<file path="config.mk">
export PLATFORM = sky130hd
export DESIGN_NAME = prog_timer_counter
export DESIGN_NICKNAME = d
export VERILOG_FILES = /design/src/rtl/timer_pkg.sv /design/src/rtl/presc_div.sv /design/src/rtl/prog_timer_counter.sv
export SDC_FILE = /design/constraint.sdc
export NUM_CORES = 1
export LEC_CHECK = 0
export ABC_AREA = 1
export BUFFER_PORTS_ARGS = -buffer_cell sky130_fd_sc_hd__buf_4
export CORE_MARGIN = 2
export CORE_UTILIZATION = 62
export CTS_BUF_LIST = sky130_fd_sc_hd__clkbuf_2 sky130_fd_sc_hd__clkbuf_4 sky130_fd_sc_hd__clkbuf_8
export DETAILED_ROUTE_END_ITERATION = 12
export PLACE_DENSITY = 0.87
export SYNTH_ARGS = -nofsm -noshare
export SYNTH_HDL_FRONTEND = slang
export SYNTH_SLANG_ARGS = --single-unit
</file>
<file path="constraint.sdc">
create_clock -name clk -period 3.1 [get_ports clk]
set_clock_uncertainty 0.1 [all_clocks]
set_input_delay 0.155 -clock clk [delete_from_list [all_inputs] [get_ports clk]]
set_output_delay 0.155 -clock clk [all_outputs]
set_load 0.02 [all_outputs]
</file>
<file path="src/rtl/timer_pkg.sv">
// Shared types for the programmable timer/counter: counting modes and FSM states.
package timer_pkg;

  typedef enum logic [1:0] {
    UP_FREE     = 2'b00,
    DOWN_RELOAD = 2'b01,
    ONE_SHOT    = 2'b10,
    HOLD        = 2'b11
  } tmr_mode_e;

  typedef enum logic [1:0] {
    IDLE    = 2'b00,
    RUN     = 2'b01,
    EXPIRED = 2'b10
  } tmr_state_e;

endpackage

</file>
<file path="src/rtl/presc_div.sv">
// Prescaler: emits a tick every presc+1 enabled cycles; sync_clr restarts the division.
module presc_div #(
  parameter int PRESC_W = 4
) (
  input  logic               clk,
  input  logic               clr_b,
  input  logic               en,
  input  logic               sync_clr,
  input  logic [PRESC_W-1:0] presc,
  output logic               tick
);

  logic [PRESC_W-1:0] r_prescCnt;

  assign tick = en & (r_prescCnt == presc);

  // A lowered presc below the current count is reached again by natural wrap-around.
  always_ff @(posedge clk) begin
    if (!clr_b) begin
      r_prescCnt <= '0;
    end else if (sync_clr) begin
      r_prescCnt <= '0;
    end else if (en) begin
      if (tick) r_prescCnt <= '0;
      else      r_prescCnt <= r_prescCnt + 1'b1;
    end
  end

endmodule

</file>
<file path="src/rtl/prog_timer_counter.sv">
// Parametrised timer/counter with up/down-reload/one-shot modes, parallel load,
// prescaler and a registered one-cycle terminal-count pulse.
module prog_timer_counter
  import timer_pkg::*;
#(
  parameter int WIDTH   = 8,
  parameter int PRESC_W = 4
) (
  input  logic               clk,
  input  logic               clr_b,
  input  logic               en,
  input  logic               load,
  input  logic [WIDTH-1:0]   load_val,
  input  logic [1:0]         mode,
  input  logic [PRESC_W-1:0] presc,
  output logic [WIDTH-1:0]   count,
  output logic               tc,
  output logic               busy
);

  localparam logic [WIDTH-1:0] MaxCount = '1;

  tmr_state_e       r_state;
  logic [WIDTH-1:0] r_count;
  logic [WIDTH-1:0] r_reload;
  logic             r_tc;
  logic             r_busy;
  logic             w_tick;
  logic             w_prescEn;
  tmr_mode_e        w_mode;

  assign w_mode    = tmr_mode_e'(mode);
  assign w_prescEn = en & (r_state == RUN);

  presc_div #(.PRESC_W(PRESC_W)) u_presc (
    .clk      (clk),
    .clr_b    (clr_b),
    .en       (w_prescEn),
    .sync_clr (load),
    .presc    (presc),
    .tick     (w_tick)
  );

  // Load beats a coincident tick; busy is kept in step with the next state.
  always_ff @(posedge clk) begin
    if (!clr_b) begin
      r_state  <= IDLE;
      r_count  <= '0;
      r_reload <= '0;
      r_tc     <= 1'b0;
      r_busy   <= 1'b0;
    end else begin
      r_tc <= 1'b0;
      if (load) begin
        r_count  <= load_val;
        r_reload <= load_val;
        r_state  <= RUN;
        r_busy   <= 1'b1;
      end else if (r_state == RUN && w_tick) begin
        case (w_mode)
          UP_FREE: begin
            if (r_count == MaxCount) begin
              r_count <= '0;
              r_tc    <= 1'b1;
            end else begin
              r_count <= r_count + 1'b1;
            end
          end
          DOWN_RELOAD: begin
            if (r_count == '0) begin
              r_count <= r_reload;
              r_tc    <= 1'b1;
            end else begin
              r_count <= r_count - 1'b1;
            end
          end
          ONE_SHOT: begin
            if (r_count == '0) begin
              r_tc    <= 1'b1;
              r_state <= EXPIRED;
              r_busy  <= 1'b0;
            end else begin
              r_count <= r_count - 1'b1;
            end
          end
          default: begin
          end
        endcase
      end
    end
  end

  assign count = r_count;
  assign tc    = r_tc;
  assign busy  = r_busy;

endmodule
</file>
* Yosys cells after proc, flatten, opt, wreduce, memory -nomap -nowiden
Index checks and enable logic that the tools add are counted.
** Word-level totals
- Register bits :: 24
- Input bits :: 18
- Output and inout bits :: 10
- Logic and storage cells :: 51
** Cells by class
- Add/subtract/negate cells :: 3
- Equal/unequal tests :: 6
- Multiplexer cells :: 18
- Bitwise gates (word level) :: 4
- Reduce and logical (&&, ||, !) cells :: 13
** Operators with widths (count)
- 8-bit 2-to-1 mux :: 5
- 8-bit one-hot mux with 3 select lines :: 1
- 1-bit 2-to-1 mux :: 10
- 3-bit AND reduction :: 3
- 8-bit by 1-bit adder with 8-bit output, second input constant :: 1
- 8-bit == test, second input constant :: 1
- 8-bit logical NOT :: 1
- 8-bit by 1-bit subtractor with 8-bit output, second input constant :: 1
- 2-bit nonzero test :: 3
- 4-bit by 1-bit adder with 4-bit output, second input constant :: 1
- 2-bit by 1-bit == test with 1-bit output, second input constant :: 2
- 4-bit == test :: 1
- 4-bit 2-to-1 mux :: 1
- 4-bit nonzero test :: 1
- 2-bit OR reduction :: 2
- 3-bit != test, second input constant :: 1
- 3-bit OR reduction :: 1
- 1-bit bitwise AND :: 2
- 2-bit == test, second input constant :: 1
- 2-bit logical NOT :: 1
- 1-bit NOT :: 2
- 1-bit one-hot mux with 2 select lines :: 1
- 1-bit logical AND :: 1

* Longest topological paths before layout
Gate-level depths: netlist of the first run.
- Depth in word-level cells :: 6
- Gate-level depth with buffers :: 12
- Gate-level depth less buffers :: 12

* Hierarchy
From an unflattened synthesis of the first run, not the netlist that was laid out.
** Unflattened totals
- Cells, all modules :: 274
- Area total of the unflattened synthesis :: 1749.2 um^2
** Modules (own cells, without submodules)
- prog_timer_counter :: instances 1, cells an instance 226, area an instance 1466.4 um^2, seq. area each 380.4 um^2
- presc_div :: instances 1, cells an instance 48, area an instance 282.8 um^2, seq. area each 80.1 um^2

* Least setup slack after synthesis of the first run
No wires, ideal clock.
- Path type :: flip-flop to flip-flop
- From :: register r_count[0], in the netlist count[0]
- To :: register r_count[3], in the netlist count[3]
- Setup time :: 120 ps
- Data arrival time :: 1583 ps
- Data required time :: 2880 ps
- Setup slack :: 1297 ps
- Stages on the path, launching flop included :: 11
- Buffers on the path :: 0
- Period minus slack after synthesis :: 1803 ps
- Path through :: dfxtp_1 inv_1 ha_1 nand3_2 nor2_4 nand2_2 o21ai_2 o21ai_4 inv_2 nor2_1 a21oi_1
** Between the ends
- Word-level cells in the longest chain between the ends :: 5
- Elaborated cells between the ends (all ways) :: 12
- Classes of those cells :: add/sub (2); eq/ne (2); mux (6); reduce/logical (2)
** Ends and longest elaborated chain
- start, declared :: line prog_timer_counter.sv:24 : logic [WIDTH-1:0] r_count;
- start signal, assigned :: line prog_timer_counter.sv:55 : r_count <= load_val;
- start signal, assigned :: line prog_timer_counter.sv:66 : r_count <= r_count + 1'b1;
- start signal, assigned :: line prog_timer_counter.sv:71 : r_count <= r_reload;
- 8-bit by 1-bit subtractor with 8-bit output, or another cell as far along :: line prog_timer_counter.sv:74, prog_timer_counter.sv:83
- 8-bit 2-to-1 mux (on tied branches) :: line prog_timer_counter.sv:78, prog_timer_counter.sv:62, prog_timer_counter.sv:70
- 8-bit one-hot mux with 3 select lines :: line prog_timer_counter.sv:60 : case (w_mode)
- 8-bit 2-to-1 mux :: line prog_timer_counter.sv:59 : end else if (r_state == RUN && w_tick) begin
- 8-bit 2-to-1 mux :: line prog_timer_counter.sv:54 : if (load) begin
Parallel ways exist; a longest one is shown, timed or not. The select of a mux whose other input is x is not followed.
A chain may end at the register's enable or synchronous reset.

* Worst setup path after layout of the first run
- From :: register r_count[0], in the netlist count[0]
- To :: register r_count[4], in the netlist count[4]
Same word-level chain as after synthesis.

==> impl_results.md, run 1 <==
- Post-synthesis sequential area ratio: 27.9%
- Internal: 452 uW
- Tmin final: 1870 ps
- Post-synth EDFFs: 0
- Final setup fails: 0
- Initial antenna violation count: 0
- # IOs: 28
- Largest net degree at the start of global routing: 19
- VDD IR-drop max: 0.400 mV
- Synth area leaders: dfxtp_1 (28%), nand2_1 (16%), ha_1 (6.1%), nand3_1 (6.1%), a21oi_1 (5.8%)
- # H-tree levels: 1
- Vias in the first global route: 1452
- Port Buf Inserts: 27
- Seq cells post-synth: 23
- Routability Congestion: 0.906
- Clk pwr share: 21.6%
- Mapped Cells: 248
- Total number of vias: 1648
- Post-CTS sizing: 0
- Crit-path slowest cell: dfxtp_1
- Cell taking the most area after synthesis: dfxtp_1
- Initial Utilization: 66.1%
- Worst skew pair latency: 320 ps
- Arrival time worst endpoint: 2000 ps
- DRC viols: 0
- Setup TNS: 0 ps
- Hold Crit Class: in -> reg
- Leak: 0.929 nW
- Fin nets: 299
- Post-CTS setup buffer count: 0
- Total grt overflow: 0
- Commonest cells in the netlist: nand2_1 (70), inv_1 (24), dfxtp_1 (23), nand3_1 (20), a21oi_1 (19)
- Crit-path leading delay family: flip-flops
- Synth Flop Type: dfxtp_1
- Ys async rst share: 0%
- Clock sink count: 23
- Failing checks: negative hold slack
- Mean Syn Cell Area: 6.66 sq um
- Setup crit start kind: flop
- CTS clock-pin slew for the worst setup and hold paths: 130 ps
- RSZ-0062 raised after global routing: false
- PnR worst setup slack: 1230 ps
- Critical path class: reg -> reg
- Max Freq: 534 MHz
- Global-route wire length before repair: 6630 um
- Crit share post-route: 60.4%
- Psw: 245 uW
- Power Total: 697 uW
- DP HPWL: 2980 um
- Worst Hold Margin: -4.68 ps
- Tightest Pin Transition: 546 ps
- CP max stage delay: 450 ps
- Area grow syn2layout: 13.6%
- Slew margin rel.: 63.4%
- Critical path cell sequence: inv_1 -> ha_1 -> nand3_2 -> nor2_4 -> nand2_2 -> o21ai_2 -> o21ai_4 -> inv_2 -> nor2_1 -> a21oi_1
- Die X: 55.6 um
- Num CTS Buffers: 3
- Hold-fix buffers, CTS: 0
- Die area: 3090 sq um
- DIE HEIGHT: 55.6 um
- Post-DR wirelength/cell: 13.0 um
- Fin util: 75.1%
- Worst Path Buf+Inv: 2
- PwrDens: 372 nW/um^2
- Netlist cell types: 37
- Crit path capture type: flop
- Worst path required time: 3220 ps
- ANT nets after route: 0
- CTS tree: yes
- Status: finished with violations
- GR Util All Layers: 26.9%
- Row count: 18
- Net Sw Frac: 35.2%
- Clk buf depth: 2
- 1st-iter DRT viols: 113
- Crit Path Max Fanout: 10
- Max Slew Vio Count: 0
- Number of detailed-route iterations in the first pass: 4
- YS warnings: 0
- Fin. Hold Viols: 1
- Sequential Power Share: 47.7%
- Layout cells sized above 1: 19.5%
- Routed WL: 3920 um
- Syn_nets: 274
- Via density: 5.46
- Max Cap Viol: 0
- Clock Tree Root: clkbuf_4
- Comb power frac: 30.7%
- Post-Syn Area: 1650 sq um
- Count leader, synth: nand2_1
- DP Worst Slack: 1280 ps
- # diodes: 0
- Core ar.: 2500 sq um
- Post-synth top area share: 27.9%
==> logic make-up (layout without fill, tap and decap cells) <==
| family | Yosys count | after routing | synth area share, % |
|---|---|---|---|
| AO/OA/AOI/OAI | 44 | 44 | 15.2 |
| AND/OR/NAND/NOR | 125 | 125 | 35.7 |
| buffers and inverters | 38 | 62 | 9.92 |
| adder cells (fa/ha/maj) | 8 | 8 | 6.06 |
| flip-flops | 23 | 23 | 27.9 |
| XOR/XNOR | 10 | 10 | 5.30 |
==> power groups by stage <==
| stage | Clock (mW) | Combinational (mW) | Sequential [mW] |
|---|---|---|---|
| after detailed placement | 0 | 0.210 | 0.339 |
| after global routing | 0.161 | 0.240 | 0.336 |
| final | 0.150 | 0.214 | 0.333 |
| after floorplan | 0 | 0.150 | 0.339 |
| after global placement | 0 | 0.208 | 0.339 |
| after CTS | 0.150 | 0.211 | 0.332 |
==> metal layers <==
layer  up-vias  routed length, um  global-route usage (%)  share of wire, %
li1        845                  -                       -                 -
met1       739               1930                    41.8                49
met2        57               1690                    37.1                43
met3         7                219                    2.33               5.6
met4         0                 74                    12.2               1.9
met5         -                  0                       0                 0
==> registers in the layout (all words and copies together) (netlist names) <==
| signal | flops |
|---|---|
| count | 8 |
| r_reload | 8 |
| u_presc.r_prescCnt | 4 |
| r_state | 2 |
| tc | 1 |
==> cells in the final DEF (no fill, tap or decap), drive strengths merged, types with 2 or more instances in the layout <==
cell type / count
nand2: 73
o21ai: 18
xor2: 9
clkbuf: 4
o22ai: 2
nand4: 3
nor2: 20
dfxtp: 23
a211oi: 2
ha: 8
nand3: 22
inv: 27
nor3: 2
clkinv: 4
a21oi: 19
a31oi: 2
or2: 4
buf: 27
==> final cells by class <==
type	count	area (sq um)
Clock buffer	4	30.0
Tap cell	30	37.5
Timing Repair Buffer	27	203
Multi-Input combinational cell	187	1030
Inverter	31	118
Fill cell	220	623
Sequential cell	23	460
==> through the flow <==
step | cell area (sq um) | cells
3_5_place_dp | 1850 | 298
5_1_grt | 1880 | 302
6_report | 1880 | 302
3_3_place_gp | 1850 | 298
4_1_cts | 1880 | 302
2_1_floorplan | 1650 | 248
==> worst min-delay path: cells and delay by family <==
family,cells,cell delay (ps)
AOI/OAI and AO/OA,1,60
buffers and inverters,1,110
and+or+nand+nor,1,60
==> worst paths after layout <==
kind | startpoint | end | slack [ps] | cells after the start
min | load_val[2] | r_reload[2]$_SDFFE_PN0P_ | -5 | 3
max | count[0]$_SDFFE_PN0P_ | count[4]$_SDFFE_PN0P_ | 1230 | 10
max reg2reg | count[0]$_SDFFE_PN0P_ | count[4]$_SDFFE_PN0P_ | 1230 | 10
min reg2reg | r_state[1]$_SDFFE_PP0P_ | r_state[1]$_SDFFE_PP0P_ | 370 | 2
Power figures use the tool's default switching activity.
==> inputs of run 2 (changes only) <==
- CORE_UTILIZATION: 62 -> 52
- PLACE_DENSITY: 0.87 -> 0.78
- clock period: 3.1 -> 1.5 ns (I/O delays scaled with it)
==> run 2 against run 1 <==
The run ends with negative hold slack, negative setup slack left. Die area is 18% higher. Via count is 19% higher. Clock power increased by 110%. Highest routed layer unchanged. Final cell count increased by 23%. Worst setup slack lost 1400 ps. Register-to-register slack got worse by 1400 ps. Clock-buffer cell count did not move. Global-route usage rose by 5.2 points.
==> impl_results.md, run 2 (same netlist as run 1, synthesis figures left out) <==
- Status: finished with violations
- Failing checks: negative hold slack, negative setup slack
- ANT nets after route: 0
- Net Sw Frac: 35.3%
- Arrival time worst endpoint: 1770 ps
- Setup TNS: -1000 ps
- Clock sink count: 23
- Num CTS Buffers: 3
- Hold Crit Endpoint: r_reload[7]$_SDFFE_PN0P_
- Clk buf depth: 2
- Max Freq: 606 MHz
- Critical path class: reg -> reg
- Layout cells sized above 1: 36.4%
- Min-Delay Path Depth: 3
- DP HPWL: 3640 um
- Most common cell after layout, fill and taps aside: nand2_1
- Total number of vias: 1955
- Clock Tree Root: clkbuf_4
- Sequential Power Share: 41.6%
- Most frequent cells in the layout: nand2_1 (69), buf_4 (66), inv_1 (21)
- Fin nets: 354
- CP max stage delay: 400 ps
- Row count: 20
- Worst Path Buf+Inv: 1
- Crit share post-route: 110%
- Internal: 1.06 mW
- # IOs: 28
- Area grow syn2layout: 47.9%
- Tightest Pin Transition: 316 ps
- RSZ-0062 raised after global routing: true
- Die X: 60.4 um
- Post-DR wirelength/cell: 14.2 um
- Worst Hold Margin: -1.67 ps
- Total grt overflow: 0
- Largest net degree at the start of global routing: 14
- Crit-path leading delay family: simple AND/OR/NAND/NOR gates
- RR Startpoint: count[2]$_SDFFE_PN0P_
- Initial antenna violation count: 0
- CTS clock-pin slew for the worst setup and hold paths: 120 ps
- Setup crit start kind: flop
- Routability Congestion: 0.918
- Leak: 1.19 nW
- R2R depth: 9
- PnR worst setup slack: -151 ps
- Initial Utilization: 54.6%
- Crit Path Max Fanout: 6
- Max Slew Vio Count: 0
- GR Util All Layers: 32.0%
- Fillers: 209
- Slew margin rel.: 78.8%
- Psw: 576 uW
- Worst path required time: 1620 ps
- Vias in the first global route: 1897
- Global-route wire length before repair: 8580 um
- Fin. Hold Viols: 1
- Reg-to-reg slack, setup: -150 ps
- CTS tree: yes
- Crit-path slowest cell: dfxtp_4
- PwrDens: 668 nW/um^2
- Hold Crit Class: in -> reg
- DRC viols: 0
- # H-tree levels: 1
- Final setup fails: 9
- Via density: 5.27
- Routed WL: 5250 um
- 1st-iter DRT viols: 84
- Die area: 3650 sq um
- Port Buf Inserts: 27
- HP Start: load
- Number of detailed-route iterations in the first pass: 4
- Max Cap Viol: 0
- Crit path capture type: flop
- VDD IR-drop max: 0.615 mV
- Reg2Reg Capture Point: count[0]$_SDFFE_PN0P_
- Core ar.: 3030 sq um
- Worst skew pair latency: 320 ps
- Clk pwr share: 19.1%
- # diodes: 0
- Power Total: 1.63 mW
- DIE HEIGHT: 60.4 um
- Comb power frac: 39.3%
- Critical path cell sequence: nor2_4 -> nand2_2 -> nor2_4 -> nand2_2 -> o21ai_4 -> o21ai_4 -> buf_4 -> o21ai_1 -> a21oi_1
- Tmin final: 1650 ps
[run 2: changes by cell type in the layout (fill, tap and decap cells not counted), sizes merged]
cell,change
buf,+39
dlygate4sd3,+15
o21ai,+1
[run 2: worst register-to-register path, stage by stage (launching register included)]
cell	delay, ps
dfxtp_4	400
nor2_4	130
nand2_2	100
nor2_4	160
nand2_2	90
o21ai_4	100
o21ai_4	130
buf_4	160
o21ai_1	130
a21oi_1	50
[run 2: worst max path at each step]
stage,from,end,slack [ps],cells after the start
2_1_floorplan,count[0]$_SDFFE_PN0P_,count[2]$_SDFFE_PN0P_,-30,10
3_5_place_dp,count[0]$_SDFFE_PN0P_,count[7]$_SDFFE_PN0P_,-110,10
3_3_place_gp,count[0]$_SDFFE_PN0P_,count[4]$_SDFFE_PN0P_,-50,9
6_report,count[2]$_SDFFE_PN0P_,count[0]$_SDFFE_PN0P_,-150,9
5_1_grt,count[1]$_SDFFE_PN0P_,count[1]$_SDFFE_PN0P_,-210,10
4_1_cts,count[1]$_SDFFE_PN0P_,count[2]$_SDFFE_PN0P_,-80,12
[run 2: power by group through the flow]
| stage | Sequential [mW] | Combinational, mW | Clock (mW) |
|---|---|---|---|
| global placement | 0.691 | 0.543 | 0 |
| finish | 0.680 | 0.641 | 0.312 |
| CTS | 0.679 | 0.615 | 0.308 |
| detailed placement | 0.693 | 0.553 | 0 |
| global route | 0.685 | 0.696 | 0.340 |
| floorplan | 0.706 | 0.321 | 0 |
[run 2: cell type report]
cell class	count	area [sq um]	area share, %
inverter	31	125	5.12
multi-input combinational	188	1110	45.4
tap	44	55.1	2.25
clock buffer	4	30.0	1.23
sequential	23	479	19.6
timing repair buffer	81	646	26.4
[run 2: timing repair]
action,in CTS,in global routing
hold buffers,15,0
buffers inserted,4,0
setup endpoints to repair,8,13
endpoints found under the hold margin,18,0
pin swaps,5,4
gates resized for setup,7,12
gates cloned,1,0
[run 2: stage by stage]
stage          utilization, %  instances  hold slack (ps)  setup slack, ps  area (sq um)
6_report                 80.7        371            -1.67             -151          2440
5_1_grt                  80.7        371             5.75             -214          2440
4_1_cts                  79.6        371            0.344            -82.1          2410
3_5_place_dp             71.6        347              265             -114          2170
3_3_place_gp             71.6        347              264            -49.3          2170
2_1_floorplan               -        248              134            -30.4          1690
[run 2: routing by layer]
layer | part of all wire (%) | wire length, um | up-vias | GRT usage, %
li1 | - | - | 964 | -
met1 | 41 | 2160 | 888 | 40.9
met2 | 49 | 2580 | 88 | 53.9
met3 | 6.8 | 356 | 15 | 3.62
met4 | 3.0 | 155 | 0 | 15.6
met5 | 0 | 0 | - | 0
==> inputs of run 3 (changes only) <==
- CORE_ASPECT_RATIO: not set -> 1.2
==> run 3 against run 2 <==
The flow finishes with violations (negative setup slack). Flip-flop and latch count is the same. Sequential share of layout area grew 0.56 points. Global-route usage shrank 3.7 points. Via count shrank 4.7%. Sequential power grew 0.7%. Core utilization shrank 3.3 points. Maximum frequency grew 0.54%. Register-to-register slack is essentially flat. Design area shrank 3.3%. Worst setup slack gained 8.9 ps. Non-clock buffer count shrank 5. Largest power group unchanged. Highest routed layer unchanged.
==> impl_results.md, run 3 (same netlist as run 1, synthesis figures left out) <==
- Hold Crit Class: in -> reg
- CTS tree: yes
- Fin nets: 348
- Dpl cells: 335
- Clk buf depth: 2
- Routability Congestion: 0.946
- Most frequent cells in the layout: nand2_1 (70), buf_4 (59), inv_1 (22)
- Post-DR wirelength/cell: 13.5 um
- Crit Path Max Fanout: 8
- Final setup fails: 9
- Core ar.: 3060 sq um
- ANT nets after route: 0
- Die X: 55.5 um
- Reg-to-reg slack, setup: -140 ps
- Slew margin rel.: 79.3%
- RSZ-0062 raised after global routing: true
- Crit-path slowest cell: dfxtp_4
- Max Cap Viol: 0
- # H-tree levels: 1
- Initial Utilization: 54.1%
- Fin. Hold Viols: 0
- Tmin final: 1640 ps
- PnR worst setup slack: -143 ps
- Total number of vias: 1864
- HP Start: load
- Reg2Reg Capture Point: count[0]$_SDFFE_PN0P_
- CTS clock-pin slew for the worst setup and hold paths: 140 ps
- Num CTS Buffers: 3
- Most common cell after layout, fill and taps aside: nand2_1
- Max Slew Vio Count: 0
- Failing checks: negative setup slack
- Clock sink count: 23
- Layout cells sized above 1: 31.8%
- Die area: 3650 sq um
- CP most frequent cell: o21ai_4
- Initial antenna violation count: 0
- Largest net degree at the start of global routing: 14
- Finished Layout Cells: 357
- GR Util All Layers: 28.3%
- Arrival time worst endpoint: 1770 ps
- Critical path cell sequence: inv_4 -> ha_4 -> nand3_4 -> nor2_4 -> nand2_2 -> o21ai_4 -> o21ai_4 -> buf_6 -> o21ai_4 -> a21oi_2
- Leak: 1.16 nW
- Crit path capture type: flop
- Hold Crit Endpoint: r_reload[3]$_SDFFE_PN0P_
- Max Freq: 609 MHz
- 1st-iter DRT viols: 61
- Setup TNS: -1070 ps
- R2R depth: 10
- Clock Tree Root: clkbuf_4
- Global-route wire length before repair: 8130 um
- Total grt overflow: 0
- Vias in the first global route: 1789
- Routed WL: 4830 um
- Tightest Pin Transition: 308 ps
- Critical path class: reg -> reg
- Port Buf Inserts: 27
- VDD IR-drop max: 0.545 mV
- Status: finished with violations
- DIE HEIGHT: 65.8 um
- Via density: 5.22
- Number of detailed-route iterations in the first pass: 5
- Area grow syn2layout: 43.1%
- Row count: 22
- Crit share post-route: 110%
- RR Startpoint: count[1]$_SDFFE_PN0P_
- Min-Delay Path Depth: 3
- DP HPWL: 3550 um
- Worst skew pair latency: 320 ps
- Worst path required time: 1620 ps
- CP max stage delay: 390 ps
- PwrDens: 670 nW/um^2
- # diodes: 0
- Setup crit start kind: flop
- # IOs: 28
- DRC viols: 0
[run 3: stage by stage]
stage	hold WS (ps)	setup WS, ps	total power [mW]	utilization, %	area, sq um
after floorplan	134	-30.4	1.03	-	1690
after global placement	258	-150	1.23	69.7	2130
after detailed placement	268	-149	1.24	69.7	2130
after CTS	0.313	-125	1.56	76.7	2340
after global routing	28.7	-241	1.67	77.4	2360
final	19.6	-143	1.58	77.4	2360
[run 3: layout make-up]
class	count	area, sq um
Clock buffer	3	22.5
Clock inverter	1	5.00
Fill cell	240	691
Inverter	31	123
Multi-Input combinational cell	187	1080
Sequential cell	23	477
Tap cell	36	45.0
Timing Repair Buffer	76	614
[run 3: worst max path at each step]
stage | start | to | slack [ps]
after detailed placement | count[0]$_SDFFE_PN0P_ | count[2]$_SDFFE_PN0P_ | -150
after floorplan | count[0]$_SDFFE_PN0P_ | count[2]$_SDFFE_PN0P_ | -30
after CTS | count[0]$_SDFFE_PN0P_ | count[7]$_SDFFE_PN0P_ | -120
final | count[1]$_SDFFE_PN0P_ | count[0]$_SDFFE_PN0P_ | -140
after global routing | count[0]$_SDFFE_PN0P_ | count[6]$_SDFFE_PN0P_ | -240
after global placement | count[0]$_SDFFE_PN0P_ | count[7]$_SDFFE_PN0P_ | -150
[run 3: power breakdown]
group / switching (mW) / leakage, nW / internal, mW
combinational: 0.322 / 0.950 / 0.278
clock: 0.200 / 0.0177 / 0.0998
sequential: 0.0399 / 0.192 / 0.645
[run 3: what timing repair did]
item | in CTS | in global routing
endpoints found under the setup margin | 8 | 10
pin swaps | 5 | 0
hold buffers | 16 | 0
buffers inserted | 1 | 1
hold endpoints to repair | 18 | 0
gates resized for setup | 5 | 4
[run 3: worst max-delay path, delay by kind of cell, from the launching register on]
| family | cells | cell delay, ps |
|---|---|---|
| AND/OR/NAND/NOR | 3 | 310 |
| flip-flops | 1 | 390 |
| adder cells (fa/ha/maj) | 1 | 150 |
| buffers and inverters | 2 | 230 |
| AO/OA/AOI/OAI | 4 | 370 |
[run 3: layer usage]
metal / track usage, % / vias up / wire (um) / share of wire [%]
li1: - / 946 / - / -
met1: 31.0 / 844 / 1980 / 41
met2: 55.2 / 57 / 2500 / 52
met3: 2.36 / 17 / 170 / 3.5
met4: 12.2 / 0 / 184 / 3.8
met5: 0 / - / 0 / 0
